$ cat config.mk
export PLATFORM = sky130hd
export DESIGN_NAME = alu_issue_ctrl
export DESIGN_NICKNAME = d
export VERILOG_FILES = /design/src/rtl/alu_pkg.sv /design/src/rtl/instr_decode.sv /design/src/rtl/alu_issue_ctrl.sv
export SDC_FILE = /design/constraint.sdc
export NUM_CORES = 1
export LEC_CHECK = 0
export BUFFER_PORTS_ARGS = -buffer_cell sky130_fd_sc_hd__clkbuf_2
export CAP_MARGIN = 20
export CORE_ASPECT_RATIO = 0.75
export CORE_MARGIN = 3
export CORE_UTILIZATION = 30
export CTS_BUF_LIST = sky130_fd_sc_hd__clkbuf_2 sky130_fd_sc_hd__clkbuf_4 sky130_fd_sc_hd__clkbuf_8
export DETAILED_ROUTE_END_ITERATION = 10
export PLACE_DENSITY = 0.65
export SYNTH_ARGS = -nofsm -noshare
export SYNTH_HDL_FRONTEND = slang
export SYNTH_HIERARCHICAL = 1
export SYNTH_SLANG_ARGS = --single-unit
$ cat constraint.sdc
create_clock -name clk -period 2.1 [get_ports clk]
set_input_delay 0.105 -clock clk [delete_from_list [all_inputs] [get_ports clk]]
set_output_delay 0.105 -clock clk [all_outputs]
set_load 0.02 [all_outputs]
$ cat src/rtl/alu_pkg.sv
// Shared definitions for the 19-bit CPU decode/issue path.
// Holds ALU operation codes, instruction field positions and the
// issue sequencer state encoding. Imported by instr_decode and
// alu_issue_ctrl; intended for reuse by a later pipelined core.
package alu_pkg;

  localparam int CTRL_W = 5;
  localparam int IMM_W  = 10;

  // ALU operation selects; the opcode value is passed straight through
  // as alu_ctrl for every ALU instruction.
  localparam logic [CTRL_W-1:0] ALU_OP_0  = 5'd0;
  localparam logic [CTRL_W-1:0] ALU_OP_1  = 5'd1;
  localparam logic [CTRL_W-1:0] ALU_OP_2  = 5'd2;
  localparam logic [CTRL_W-1:0] ALU_OP_3  = 5'd3;
  localparam logic [CTRL_W-1:0] ALU_OP_4  = 5'd4;
  localparam logic [CTRL_W-1:0] ALU_OP_5  = 5'd5;
  localparam logic [CTRL_W-1:0] ALU_OP_6  = 5'd6;
  localparam logic [CTRL_W-1:0] ALU_OP_7  = 5'd7;
  localparam logic [CTRL_W-1:0] ALU_OP_8  = 5'd8;
  localparam logic [CTRL_W-1:0] ALU_OP_9  = 5'd9;
  localparam logic [CTRL_W-1:0] ALU_OP_10 = 5'd10;

  localparam logic [CTRL_W-1:0] OP_LAST_ALU = 5'd10;
  localparam logic [CTRL_W-1:0] OP_LI       = 5'd11;

  // Instruction field bit positions (19-bit word).
  localparam int OPC_HI = 18;
  localparam int OPC_LO = 14;
  localparam int RD_HI  = 13;
  localparam int RD_LO  = 10;
  localparam int RS1_HI = 9;
  localparam int RS1_LO = 6;
  localparam int RS2_HI = 5;
  localparam int RS2_LO = 2;
  localparam int IMM_HI = 9;
  localparam int IMM_LO = 0;

  // Issue sequencer states.
  typedef enum logic [1:0] {
    S_IDLE = 2'd0,
    S_READ = 2'd1,
    S_EXEC = 2'd2,
    S_WB   = 2'd3
  } state_e;

endpackage

$ cat src/rtl/instr_decode.sv
// Combinational opcode decoder.
// Ports:
//   opcode_i   - 5-bit instruction opcode
//   alu_ctrl_o - ALU operation select (0 when not an ALU op)
//   is_alu_o   - opcode is one of the ALU operations 0..10
//   is_li_o    - opcode is load-immediate
//   illegal_o  - opcode is not defined (12..31)
module instr_decode
  import alu_pkg::*;
(
  input  logic [CTRL_W-1:0] opcode_i,
  output logic [CTRL_W-1:0] alu_ctrl_o,
  output logic              is_alu_o,
  output logic              is_li_o,
  output logic              illegal_o
);

  always_comb begin
    alu_ctrl_o = ALU_OP_0;
    is_alu_o   = 1'b0;
    case (opcode_i)
      ALU_OP_0, ALU_OP_1, ALU_OP_2, ALU_OP_3, ALU_OP_4, ALU_OP_5,
      ALU_OP_6, ALU_OP_7, ALU_OP_8, ALU_OP_9, ALU_OP_10: begin
        is_alu_o   = 1'b1;
        alu_ctrl_o = opcode_i;
      end
      default: ;
    endcase
  end

  assign is_li_o   = (opcode_i == OP_LI);
  assign illegal_o = (opcode_i > OP_LAST_ALU) && !is_li_o;

endmodule

$ cat src/rtl/alu_issue_ctrl.sv
// Multi-cycle decode/issue sequencer between fetch and the register
// file / ALU. Each instruction walks IDLE -> READ -> EXEC -> WB.
// Ports:
//   clk, rst               - clock, async active-high reset
//   instr_valid_i/ready_o  - instruction handshake (ready only in IDLE)
//   instr_i                - 19-bit instruction word
//   rf_raddr1_o/2_o        - register-file read addresses (READ only)
//   rf_rdata1_i/2_i        - synchronous read data (valid in EXEC)
//   in1_o, in2_o, alu_ctrl_o - ALU operands and select (EXEC only)
//   EX_out_i               - combinational ALU result
//   wb_en_o, wb_addr_o, wb_data_o - one-cycle writeback (WB only)
//   busy_o                 - instruction in flight
//   err_o                  - one-cycle pulse on an illegal opcode
module alu_issue_ctrl
  import alu_pkg::*;
#(
  parameter int DATA_W  = 32,
  parameter int INSTR_W = 19,
  parameter int RADDR_W = 4
) (
  input  logic               clk,
  input  logic               rst,
  input  logic               instr_valid_i,
  output logic               instr_ready_o,
  input  logic [INSTR_W-1:0] instr_i,
  output logic [RADDR_W-1:0] rf_raddr1_o,
  output logic [RADDR_W-1:0] rf_raddr2_o,
  input  logic [DATA_W-1:0]  rf_rdata1_i,
  input  logic [DATA_W-1:0]  rf_rdata2_i,
  output logic [DATA_W-1:0]  in1_o,
  output logic [DATA_W-1:0]  in2_o,
  output logic [CTRL_W-1:0]  alu_ctrl_o,
  input  logic [DATA_W-1:0]  EX_out_i,
  output logic               wb_en_o,
  output logic [RADDR_W-1:0] wb_addr_o,
  output logic [DATA_W-1:0]  wb_data_o,
  output logic               busy_o,
  output logic               err_o
);

  state_e             state_q, state_d;
  logic [INSTR_W-1:0] instr_q, instr_d;
  logic [DATA_W-1:0]  result_q, result_d;

  logic [CTRL_W-1:0]  opcode;
  logic [RADDR_W-1:0] rd, rs1, rs2;
  logic [DATA_W-1:0]  imm_ext;

  logic [CTRL_W-1:0]  dec_alu_ctrl;
  logic               dec_is_alu;
  logic               dec_is_li;
  logic               dec_illegal;

  assign opcode  = instr_q[OPC_HI:OPC_LO];
  assign rd      = instr_q[RD_HI:RD_LO];
  assign rs1     = instr_q[RS1_HI:RS1_LO];
  assign rs2     = instr_q[RS2_HI:RS2_LO];
  assign imm_ext = {{(DATA_W-IMM_W){1'b0}}, instr_q[IMM_HI:IMM_LO]};

  instr_decode u_decode (
    .opcode_i   (opcode),
    .alu_ctrl_o (dec_alu_ctrl),
    .is_alu_o   (dec_is_alu),
    .is_li_o    (dec_is_li),
    .illegal_o  (dec_illegal)
  );

  always_ff @(posedge clk or posedge rst) begin
    if (rst) begin
      state_q  <= S_IDLE;
      instr_q  <= '0;
      result_q <= '0;
    end else begin
      state_q  <= state_d;
      instr_q  <= instr_d;
      result_q <= result_d;
    end
  end

  // All datapath outputs are decoded from the state alone, so they drop
  // to their idle values the moment reset is asserted. Operands and
  // addresses are forced to 0 outside their own state so the ALU does
  // not toggle on stale data.
  always_comb begin
    state_d       = state_q;
    instr_d       = instr_q;
    result_d      = result_q;
    instr_ready_o = 1'b0;
    rf_raddr1_o   = '0;
    rf_raddr2_o   = '0;
    in1_o         = '0;
    in2_o         = '0;
    alu_ctrl_o    = '0;
    wb_en_o       = 1'b0;
    wb_addr_o     = '0;
    wb_data_o     = '0;
    busy_o        = 1'b0;
    err_o         = 1'b0;

    case (state_q)
      S_IDLE: begin
        instr_ready_o = 1'b1;
        if (instr_valid_i) begin
          instr_d = instr_i;
          state_d = S_READ;
        end
      end

      S_READ: begin
        busy_o      = 1'b1;
        rf_raddr1_o = rs1;
        rf_raddr2_o = rs2;
        if (dec_illegal) begin
          err_o   = 1'b1;
          state_d = S_IDLE;
        end else begin
          state_d = S_EXEC;
        end
      end

      S_EXEC: begin
        busy_o = 1'b1;
        if (dec_is_alu) begin
          in1_o      = rf_rdata1_i;
          in2_o      = rf_rdata2_i;
          alu_ctrl_o = dec_alu_ctrl;
        end
        result_d = dec_is_li ? imm_ext : EX_out_i;
        state_d  = S_WB;
      end

      S_WB: begin
        busy_o = 1'b1;
        // Register 0 is hardwired zero, so its write is dropped.
        if (rd != '0) begin
          wb_en_o   = 1'b1;
          wb_addr_o = rd;
          wb_data_o = result_q;
        end
        state_d = S_IDLE;
      end

      default: state_d = S_IDLE;
    endcase
  end

endmodule

# ---- Word level (Yosys, flattened, before mapping)
# Cells that the tools add are included.
# W data, S select, Z words.
dict set report op_classes {
  eq_ne 15
  order_cmp 1
  n_mux 24
  reduce_logical 8
}
# op n
set op_table {}
lappend op_table {{$mux W32} 7}
lappend op_table {{$eq A5 B3 Y1 const B} 4}
lappend op_table {{$eq A5 B4 Y1 const B} 4}
lappend op_table {{$mux W4} 4}
lappend op_table {{$mux W5} 3}
lappend op_table {{$reduce_or A11 Y1} 1}
lappend op_table {{$eq A5 B2 Y1 const B} 2}
lappend op_table {{$pmux W2 S4} 1}
lappend op_table {{$mux W1} 7}
lappend op_table {{$eq A5 B1 Y1 const B} 1}
lappend op_table {{$gt A5 B4 Y1 const B} 1}
lappend op_table {{$logic_not A5 Y1} 1}
lappend op_table {{$eq A2 B2 Y1 const B} 2}
lappend op_table {{$mux W2} 2}
lappend op_table {{$reduce_bool A4 Y1} 1}
lappend op_table {{$reduce_or A3 Y1} 1}
lappend op_table {{$eq A2 B1 Y1 const B} 1}
lappend op_table {{$logic_not A2 Y1} 1}
lappend op_table {{$ne A2 B2 Y1 const B} 1}
lappend op_table {{$reduce_and A2 Y1} 1}
lappend op_table {{$logic_and A1 B1 Y1} 1}
lappend op_table {{$logic_not A1 Y1} 1}
dict set report word_totals {
  out_inout_bits 117
  register_bits 53
  inputBits 118
}

# ---- Logic depth before layout (Yosys ltp)
# Gate-level depths: netlist of run 1.
dict set report depth {
  depth_word 5
  depth_mapped 6
}

# ---- Hierarchy
# The synthesis of run 1 kept the hierarchy.
# mod instances seq_area_each_um2 cells_per_inst area_per_inst_um2
set by_module_without_submodules {}
lappend by_module_without_submodules {alu_issue_ctrl 1 1326.3 288 3201.8}
lappend by_module_without_submodules {instr_decode 1 0.0 14 107.6}

# ---- Least setup slack after synthesis of run 1
# OpenSTA, ideal clock, no wires.
dict set report synth_path {
  path_type {reg2reg}
  from {register instr_q[16]}
  to {register result_q[0]}
  stages_incl_launch_ff 6
  slack_ns 0.253
  setup_time_ns 0.125
  required_time_ns 1.975
  arrival_time_ns 1.723
  cell_sequence {dfrtp_1 -> nand3b_1 -> nor3b_2 -> buf_2 -> mux2_2 -> mux2_2}
}
dict set report synth_via {
  elab_chain_len 2
}
# item line_no
set synth_lines {}
lappend synth_lines {{start: declaration} alu_issue_ctrl.sv:42} ;# logic [INSTR_W-1:0] instr_q, instr_d;
lappend synth_lines {{start signal: assignment} alu_issue_ctrl.sv:75} ;# instr_q <= instr_d;
lappend synth_lines {{$eq A5 B4 Y1} instr_decode.sv:31} ;# assign is_li_o = (opcode_i == OP_LI);
lappend synth_lines {{net dec_is_li} alu_issue_ctrl.sv:51} ;# logic dec_is_li;
lappend synth_lines {{$mux W32} alu_issue_ctrl.sv:128} ;# result_d = dec_is_li ? imm_ext : EX_out_i;
lappend synth_lines {{end signal: assignment} alu_issue_ctrl.sv:76} ;# result_q <= result_d;
lappend synth_lines {{end: declaration} alu_issue_ctrl.sv:43} ;# logic [DATA_W-1:0] result_q, result_d;
# The timed path passes the listed nets, and every way through them passes these cells.
# A chain may end at the register's enable or synchronous reset.

# ---- Worst setup path in the final report of run 1
dict set report layout_path {
  from {register instr_q[14]}
  to {output in1_o[7]}
}
dict set report layout_via {
  elab_chain_len 5
}
# item line_no
set layout_lines {}
lappend layout_lines {{$eq A5 B1 Y1 (tied with other cells)} instr_decode.sv:21} ;# case (opcode_i)
lappend layout_lines {{$reduce_or A11 Y1 *} instr_decode.sv:21}
lappend layout_lines {{$mux W1 *} instr_decode.sv:21}
lappend layout_lines {{net dec_is_alu} alu_issue_ctrl.sv:50} ;# logic dec_is_alu;
lappend layout_lines {{$mux W32 *} alu_issue_ctrl.sv:123} ;# if (dec_is_alu) begin
lappend layout_lines {{$mux W32 *} alu_issue_ctrl.sv:100} ;# case (state_q)
lappend layout_lines {{end: declaration} alu_issue_ctrl.sv:30} ;# output logic [DATA_W-1:0] in1_o,
# The timed path passes the listed nets; every way through them passes the cells marked *.

==> impl_metrics.py, run 1 <==
metrics = {
    "global_route": {
        "gr-total-overflow": 0,
        "grt_pass1_wl_um": 17300,
        "grt_max_degree": 70,
        "grtUsageTotal_pct": 17.8,
        "grt_pass1_vias": 3222,
        "antenna_found_initial": 1,
    },
    "timing": {
        "skew_ns": 0.0158,
        "min_period_ns": 1.98,
        "slew_viol_final": 0,
        "setup_viol": 0,
        "holdWs_ns": 0.0276,
        "clock.fmax_mhz": 506,
        "fin_ws_ns": 0.123,
        "fin_tns_setup_ns": 0,
        "max_slew_margin_pct": 53.9,
        "worstMarginPinSlew_ns": 0.692,
        "hold_viol_final": 0,
        "final.period_utilization_pct": 94.2,
    },
    "logic_synthesis": {
        "synth.avg_cell_area_sq_um": 11.0,
        "ys_seq_area_share_pct": 40.1,
        "syn-num-nets": 420,
        "yosysUniqueCellTypes": 28,
        "synthCells": 302,
        "syn_area_sq_um": 3310,
        "ys_ff_latch": 53,
        "yosys_warnings": 6,
    },
    "floorplan": {
        "core_area_sq_um": 10500,
        "start_util_pct": 31.4,
        "die_h_um": 97.0,
        "ios": 235,
        "die_w_um": 127,
        "rows": 32,
        "die_area_sq_um": 12300,
    },
    "critical_path": {
        "arrival_ns": 1.87,
        "r2r_end": "result_q[9]$_DFFE_PP0P_",
        "required_ns": 2.00,
        "reg2reg_from": "instr_q[16]$_DFFE_PP0P_",
        "cpPeakStageDelay_ns": 0.45,
        "path_cells": "a21o_1 -> a21oi_1 -> and3b_2 -> buf_12 -> buf_6 -> and2_1 -> clkbuf_2",
        "cp-end-kind": "primary output",
        "crit_fanout": 17,
        "r2r_setup_slack_ns": 0.21,
        "r2r_cells": 5,
        "slowest_stage": "dfrtp_1",
        "crit_type": "flip-flop to primary output",
        "start_kind": "flip-flop",
    },
    "min_path": {
        "min_path_type": "input port to flip-flop",
        "hold_depth": 2,
        "whs_endpoint": "instr_q[2]$_DFFE_PP0P_",
        "hold_start": "instr_i[2]",
    },
    "clock_network": {
        "cts.path.max_buffers": 2,
        "clk-insertion-delay-late_ns": 0.31,
        "clk_pin_slew_ns": 0.10,
        "cts_tree": "built",
        "cts_root_buf": "clkbuf_8",
        "htree_num_levels": 2,
        "cts_buffers": 5,
        "cts_num_sinks": 53,
    },
    "drt": {
        "drt_wl_total_um": 12100,
        "viasPerCell": 4.57,
        "drtPass1Iterations": 4,
        "detail-route-antenna-nets": 0,
        "drc": 0,
        "num_vias": 3083,
        "wl_per_cell_um": 17.9,
        "first_iter_violations": 98,
    },
    "power": {
        "power_density_nw_per_um2": 1140,
        "ir_drop_mv": 0.596,
        "power_leakage_nw": 2.54,
    },
    "final_layout": {
        "drive_gt1_share_pct": 62.6,
        "area_growth_pct": 46.7,
        "layout.nets": 655,
    },
    "placement": {
        "io_buffers": 233,
        "pre_cts_ws_ns": 0.193,
        "hpwl_um": 9330,
        "gp_congestion": 0.843,
    },
    "flow_run": {
        "cap_violations": 0,
    },
    "outcome": {
        "status": "finished, final reports clean",
    },
}
[how the worst max path moves through the flow]
stage	start	to	slack (ns)	cells after the start
after floorplan	instr_q[16]$_DFFE_PP0P_	result_q[0]$_DFFE_PP0P_	0.25	5
after global placement	instr_q[16]$_DFFE_PP0P_	result_q[9]$_DFFE_PP0P_	0.25	5
after detailed placement	instr_q[16]$_DFFE_PP0P_	result_q[4]$_DFFE_PP0P_	0.19	5
after CTS	instr_q[16]$_DFFE_PP0P_	in1_o[31]	0.1	6
after global routing	instr_q[14]$_DFFE_PP0P_	in2_o[26]	-0.007	7
final	instr_q[14]$_DFFE_PP0P_	in1_o[7]	0.12	7
[cells in the mapped netlist (all sizes together)]
cell / number / area share, %
nand3b: 1 / 0.23
clkbuf: 9 / 1.0
o21ai: 2 / 0.30
and3: 4 / 0.91
mux2: 61 / 22
conb: 1 / 0.11
dfrtp: 53 / 40
buf: 16 / 4.0
a2111oi: 1 / 0.45
nor3b: 35 / 8.2
nand2: 1 / 0.11
and3b: 3 / 0.87
or2: 1 / 0.19
a21oi: 1 / 0.15
inv: 4 / 0.45
nor2b: 24 / 4.5
and2: 78 / 15
a21o: 3 / 0.72
nor2: 3 / 0.34
nor4: 1 / 0.64
[state kept, by name, indices dropped and copies added (netlist names), named ones only]
name,flops
instr_q,19
result_q,32
state_q,1
[area by class of cell]
cell class                 count  area, sq um
antenna                        1         2.50
clock buffer                   6         76.3
clock inverter                 2         38.8
fill                        1046         5670
inverter                       4         15.0
multi-input combinational    220         1820
sequential                    53         1330
tap                          136          170
timing repair buffer         253         1400
[power by group]
group / total, mW / switching, mW / internal, mW
combinational: 2.85 / 1.39 / 1.47
sequential: 1.97 / 0.422 / 1.54
clock: 0.716 / 0.344 / 0.372
[metal layers]
| metal | up-vias | wire [um] | track usage, % |
|---|---|---|---|
| li1 | 1467 | - | - |
| met1 | 1472 | 4700 | 19.9 |
| met2 | 127 | 6430 | 34.5 |
| met3 | 17 | 731 | 3.70 |
| met4 | 0 | 225 | 3.54 |
| met5 | - | 0 | 0 |
[placed cells by master, fill, tap and decap left out, drive strengths merged, types with 2 or more instances in the layout]
cell / synthesis / layout
and2: 78 / 78
and3b: 3 / 3
nor3b: 35 / 35
nor2b: 24 / 24
nor2: 3 / 3
o21ai: 2 / 2
a21o: 3 / 3
clkbuf: 9 / 241
dfrtp: 53 / 53
mux2: 61 / 61
buf: 16 / 17
and3: 4 / 4
inv: 4 / 4
[kinds of logic after synthesis]
logic type	Yosys count	synth area share, %
AO/OA/AOI/OAI	7	1.63
other	1	0.113
buffers and inverters	29	5.48
multiplexers	61	21.9
AND/OR/NAND/NOR	151	30.8
flip-flops	53	40.1
[metrics by stage]
| stage | total power, mW | instances | cell area (sq um) | util (%) |
|---|---|---|---|---|
| after CTS | 5.45 | 666 | 4730 | 44.9 |
| after floorplan | 3.88 | 302 | 3310 | - |
| final | 5.54 | 675 | 4860 | 46.1 |
| after detailed placement | 4.72 | 657 | 4610 | 43.8 |
| after global routing | 5.90 | 675 | 4860 | 46.1 |
| after global placement | 4.64 | 657 | 4610 | 43.8 |
[critical path, delay by kind of cell, from the launching register on]
kind                   cells  cell delay [ns]
and+or+nand+nor            2             0.38
DFF                        1             0.45
AOI/OAI and AO/OA          2             0.31
buffers and inverters      3             0.44
[timing repair]
item	4_1_cts	5_1_grt
setup buffers	0	3
gates resized for setup	0	2
hold buffers	1	0
endpoints found under the hold margin	41	0
endpoints found under the setup margin	0	38
Power figures use the tool's default switching activity.
==> run 2, diff against run 1 <==
Settings changed: GPL_TIMING_DRIVEN set to 0, REMOVE_ABC_BUFFERS set to 1.
==> impl_metrics.py, run 2 (synthesized netlist as in run 1, its figures left out) <==
metrics = {
    "placement": {
        "gp_congestion": 0.768,
        "postPlaceCellArea_sq_um": 4630,
        "io_buffers": 233,
        "dp.cells": 652,
        "hpwl_um": 7970,
        "pre_cts_ws_ns": -0.312,
    },
    "global_route": {
        "gr-total-overflow": 0,
        "antenna_found_initial": 0,
        "grt_pass1_wl_um": 16800,
        "grt_max_degree": 36,
        "grtUsageTotal_pct": 16.8,
        "grt_pass1_vias": 3093,
    },
    "critical_path": {
        "required_ns": 2.00,
        "crit_fanout": 18,
        "crit_type": "flip-flop to primary output",
        "path_cells": "a21o_1 -> a21oi_4 -> and3b_4 -> and2_1 -> clkbuf_2",
        "start_kind": "flip-flop",
        "cpPeakStageDelay_ns": 0.46,
        "cp-end-kind": "primary output",
        "arrival_ns": 1.91,
        "slowest_stage": "dfrtp_2",
    },
    "final_layout": {
        "drive_gt1_share_pct": 63.6,
        "area_growth_pct": 48.1,
        "n_antenna_cell": 0,
        "layout.nets": 653,
        "final_common_cell": "clkbuf_2",
        "final_util_pct": 46.5,
        "regMostFlops": "result_q",
        "stdcell_count": 672,
        "top_regs": "result_q (32), instr_q (19), state_q (1)",
        "largest_reg_flops": 32,
        "layout.cells.most_common_list": "clkbuf_2 (221), and2_1 (78), mux2_2 (51)",
        "design_area_sq_um": 4900,
    },
    "timing": {
        "max_slew_margin_pct": 64.3,
        "worstMarginPinSlew_ns": 0.536,
        "setup_viol": 0,
        "final.period_utilization_pct": 95.9,
        "fin_tns_setup_ns": 0,
        "min_period_ns": 2.01,
        "clock.fmax_mhz": 496,
        "grt_setup_unrepaired": "true",
        "hold_viol_final": 0,
        "skew_ns": 0.00957,
        "fin_ws_ns": 0.0852,
        "holdWs_ns": 0.0202,
        "slew_viol_final": 0,
    },
    "power": {
        "fin_total_pwr_mw": 5.49,
        "power_density_nw_per_um2": 1120,
        "ir_drop_mv": 0.735,
        "power_leakage_nw": 2.53,
    },
    "clock_network": {
        "cts_buffers": 5,
        "cts_tree": "built",
        "cts.path.max_buffers": 2,
        "htree_num_levels": 2,
        "cts_num_sinks": 53,
        "clk_pin_slew_ns": 0.10,
        "clk-insertion-delay-late_ns": 0.31,
        "cts_root_buf": "clkbuf_8",
    },
    "min_path": {
        "min_path_type": "input port to flip-flop",
    },
    "flow_run": {
        "cap_violations": 0,
    },
    "floorplan": {
        "ios": 235,
        "die_area_sq_um": 12300,
        "die_h_um": 97.0,
        "start_util_pct": 31.4,
        "rows": 32,
        "die_w_um": 127,
        "core_area_sq_um": 10500,
    },
    "drt": {
        "first_iter_violations": 76,
        "drt_wl_total_um": 10900,
        "detail-route-antenna-nets": 0,
        "wl_per_cell_um": 16.2,
        "num_vias": 3074,
        "drc": 0,
        "viasPerCell": 4.57,
        "drtPass1Iterations": 4,
    },
    "outcome": {
        "status": "finished, final reports clean",
    },
}
run 2: changes by cell type in the layout (fill, tap and decap cells not counted), moves of 2 or more:
cell / delta
buf_6: -2
clkbuf_4: +9
buf_4: -5
dfrtp_1: -3
clkinv_2: +2
buf_16: +3
buf_2: +2
dfrtp_2: +3
and3b_4: +3
clkbuf_16: -2
clkbuf_2: -12
run 2: timing repair:
action | in CTS | in global routing
gates resized for setup | 16 | 11
hold buffers | 1 | 0
pin swaps | 3 | 0
gates cloned | 1 | 2
hold endpoints to repair | 20 | 0
setup endpoints to repair | 111 | 90
buffers inserted | 7 | 1
run 2: path summary, 6_finish.rpt:
check                                        start                        to  slack [ns]  cells past startpoint
max in group asynchronous                      rst    state_q[0]$_DFFE_PP0P_        1.16                      4
hold reg to reg            result_q[5]$_DFFE_PP0P_   result_q[5]$_DFFE_PP0P_        0.51                      1
hold / removal                          instr_i[1]    instr_q[1]$_DFFE_PP0P_        0.02                      2
min in group asynchronous                      rst  result_q[31]$_DFFE_PP0P_        0.37                      3
setup / recovery           instr_q[15]$_DFFE_PP0P_                 in1_o[13]        0.09                      5
setup reg to reg           instr_q[17]$_DFFE_PP0P_   result_q[0]$_DFFE_PP0P_        0.20                      6
run 2: cell type report:
class                           count  area [sq um]
Multi-Input combinational cell    223          1880
Clock buffer                        5          68.8
Inverter                            4          15.0
Tap cell                          136           170
Fill cell                        1043          5630
Timing Repair Buffer              248          1420
Clock inverter                      3          17.5
Sequential cell                    53          1330
run 2: worst max-delay path: cells and delay by family (launching register included):
kind	cells	cell delay [ns]
DFF	1	0.46
AOI/OAI and AO/OA	2	0.41
and+or+nand+nor	2	0.55
buffers and inverters	1	0.19
run 2: per-layer routing:
layer | vias to the layer above | GRT usage [%] | share of wire (%)
li1 | 1473 | - | -
met1 | 1520 | 22.3 | 45
met2 | 71 | 28.7 | 50
met3 | 10 | 3.26 | 3.7
met4 | 0 | 3.05 | 1.0
met5 | - | 0 | 0
run 2: power breakdown:
group / switching [mW] / internal (mW)
Combinational: 1.41 / 1.50
Sequential: 0.446 / 1.55
Clock: 0.345 / 0.231
Total: 2.20 / 3.28
==> run 3, diff against run 2 <==
--- a/config.mk
+++ b/config.mk
@@ -10,3 +10,2 @@
 export CORE_ASPECT_RATIO = 0.75
-export CORE_MARGIN = 3
 export CORE_UTILIZATION = 30
@@ -21 +20,2 @@
 export SYNTH_SLANG_ARGS = --single-unit
+export TNS_END_PERCENT = 30
--- a/constraint.sdc
+++ b/constraint.sdc
@@ -3,2 +3,2 @@
 set_output_delay 0.105 -clock clk [all_outputs]
-set_load 0.02 [all_outputs]
+set_load 0.005 [all_outputs]
==> impl_metrics.py, run 3 (synthesized netlist as in run 1, its figures left out) <==
metrics = {
    "power": {
        "p_switching_mw": 1.75,
        "p_seq_share_pct": 38.6,
        "clock_power_share_pct": 14.7,
        "power_density_nw_per_um2": 1060,
        "power_frac_comb_pct": 46.8,
        "p_sw_share_pct": 34.1,
        "ir_drop_mv": 0.502,
        "internal-power_mw": 3.38,
        "power_leakage_nw": 2.51,
    },
    "critical_path": {
        "crit_fanout": 35,
        "arrival_ns": 1.96,
        "cp-end-kind": "primary output",
        "cpPeakStageDelay_ns": 0.46,
        "path_cells": "a21o_1 -> a21oi_2 -> and3b_4 -> and2_1 -> clkbuf_2",
        "slowest_stage": "dfrtp_2",
        "crit_type": "flip-flop to primary output",
        "cp_top_family": "simple AND/OR/NAND/NOR gates",
        "critPathBufInv": 1,
        "required_ns": 2.00,
        "start_kind": "flip-flop",
        "reg2reg_from": "instr_q[16]$_DFFE_PP0P_",
        "r2r_setup_slack_ns": 0.20,
        "r2r_cells": 5,
        "r2r_end": "result_q[5]$_DFFE_PP0P_",
    },
    "clock_network": {
        "cts_tree": "built",
        "cts_num_sinks": 53,
        "cts_root_buf": "clkbuf_8",
        "cts.path.max_buffers": 2,
        "clk_pin_slew_ns": 0.10,
        "htree_num_levels": 2,
        "cts_buffers": 5,
        "clk-insertion-delay-late_ns": 0.31,
    },
    "min_path": {
        "whs_endpoint": "state_q[0]$_DFFE_PP0P_",
        "hold_depth": 3,
        "hold_start": "instr_valid_i",
        "min_path_type": "input port to flip-flop",
    },
    "placement": {
        "hpwl_um": 7810,
        "gp_congestion": 0.804,
        "dp.cells": 653,
        "io_buffers": 233,
    },
    "final_layout": {
        "n_antenna_cell": 0,
        "drive_gt1_share_pct": 63.1,
        "largest_reg_flops": 32,
        "top_regs": "result_q (32), instr_q (19), state_q (1)",
        "stdcell_count": 667,
        "layout.nets": 648,
        "layout.filler_cells": 1027,
        "final_common_cell": "clkbuf_2",
        "area_growth_pct": 46.2,
        "layout.cells.most_common_list": "clkbuf_2 (232), and2_1 (77), mux2_2 (51)",
        "regMostFlops": "result_q",
    },
    "drt": {
        "detail-route-antenna-nets": 0,
        "drtPass1Iterations": 4,
        "viasPerCell": 4.48,
        "first_iter_violations": 64,
        "wl_per_cell_um": 15.7,
        "drt_wl_total_um": 10500,
        "drc": 0,
        "num_vias": 2985,
    },
    "timing": {
        "slew_viol_final": 0,
        "hold_viol_final": 0,
        "grt_setup_unrepaired": "true",
        "skew_ns": 0.00846,
        "max_slew_margin_pct": 55.8,
        "clock.fmax_mhz": 485,
        "min_period_ns": 2.06,
        "final.period_utilization_pct": 98.2,
        "holdWs_ns": 0.0171,
        "setup_viol": 0,
        "worstMarginPinSlew_ns": 0.661,
    },
    "floorplan": {
        "start_util_pct": 31.5,
        "ios": 235,
        "die_w_um": 123,
        "rows": 32,
        "core_area_sq_um": 10500,
        "die_area_sq_um": 11500,
        "die_h_um": 93.0,
    },
    "global_route": {
        "gr-total-overflow": 0,
        "grt_pass1_vias": 2764,
        "grt_pass1_wl_um": 15200,
        "grtUsageTotal_pct": 17.2,
        "antenna_found_initial": 0,
        "grt_max_degree": 70,
    },
    "flow_run": {
        "cap_violations": 0,
    },
    "outcome": {
        "status": "finished, final reports clean",
    },
}
run 3: cell types whose count changed in the layout (fill, tap and decap cells not counted), moves of 2 or more:
cell	before	now
buf_2	2	0
buf_4	6	3
buf_12	4	2
clkbuf_4	10	1
buf_8	0	3
clkinv_2	2	0
clkbuf_2	221	232
run 3: how the worst max path moves through the flow:
stage / from / to / slack (ns) / cells past startpoint
finish: instr_q[16]$_DFFE_PP0P_ / in1_o[26] / 0.04 / 5
global route: instr_q[16]$_DFFE_PP0P_ / in1_o[26] / -0.1 / 5
floorplan: flip-flop / result_q[0]$_DFFE_PP0P_ / -0.42 / 2
CTS: instr_q[15]$_DFFE_PP0P_ / in1_o[26] / -0.13 / 5
detailed placement: instr_q[16]$_DFFE_PP0P_ / result_q[5]$_DFFE_PP0P_ / -0.31 / 5
global placement: flip-flop / result_q[2]$_DFFE_PP0P_ / -1.32 / 2
run 3: routing by layer:
metal	GRT usage (%)	part of all wire (%)	up-vias
met4	3.01	0.62	0
li1	-	-	1456
met5	0	0	-
met3	3.14	3.8	6
met2	27.1	47	65
met1	24.6	48	1458
run 3: layout make-up:
cell class	instances	area [sq um]	share of cell area, %
clock buffer	7	90.1	1.86
clock inverter	1	30.0	0.621
inverter	4	15.0	0.310
multi-input combinational	221	1850	38.1
sequential	53	1330	27.5
tap	136	170	3.52
timing repair buffer	245	1360	28.0
run 3: power by group through the flow:
stage	clock network, mW	registers, mW	logic, mW
CTS	0.769	1.96	2.40
global route	0.818	2.06	2.60
detailed placement	0	1.97	2.36
finish	0.752	1.98	2.40
global placement	0	1.90	2.17
floorplan	0	1.82	1.48
run 3: metrics by stage:
stage	total power, mW	cell area, sq um	util (%)	worst slack (ns)	setup TNS (ns)
2_1_floorplan	3.31	3140	-	-0.417	-13.39
3_3_place_gp	4.07	4480	42.7	-1.32	-58.42
3_5_place_dp	4.33	4640	44.2	-0.313	-2.42
4_1_cts	5.12	4800	45.8	-0.128	-2.38
5_1_grt	5.47	4840	46.1	-0.0957	-0.877
6_report	5.12	4840	46.1	0.0387	0
run 3: what timing repair did:
action                     CTS  global route
hold endpoints to repair    18             1
setup endpoints to repair  109           105
gates resized for setup      5             8
setup buffers                3             0
cloned                       0             1
hold buffers                 1             1
pin swaps                   25             2
run 3: worst min-delay path: stages:
cell and delay (ns):
clkbuf_2 0.09, nor2_1 0.03, nor2_1 0.07
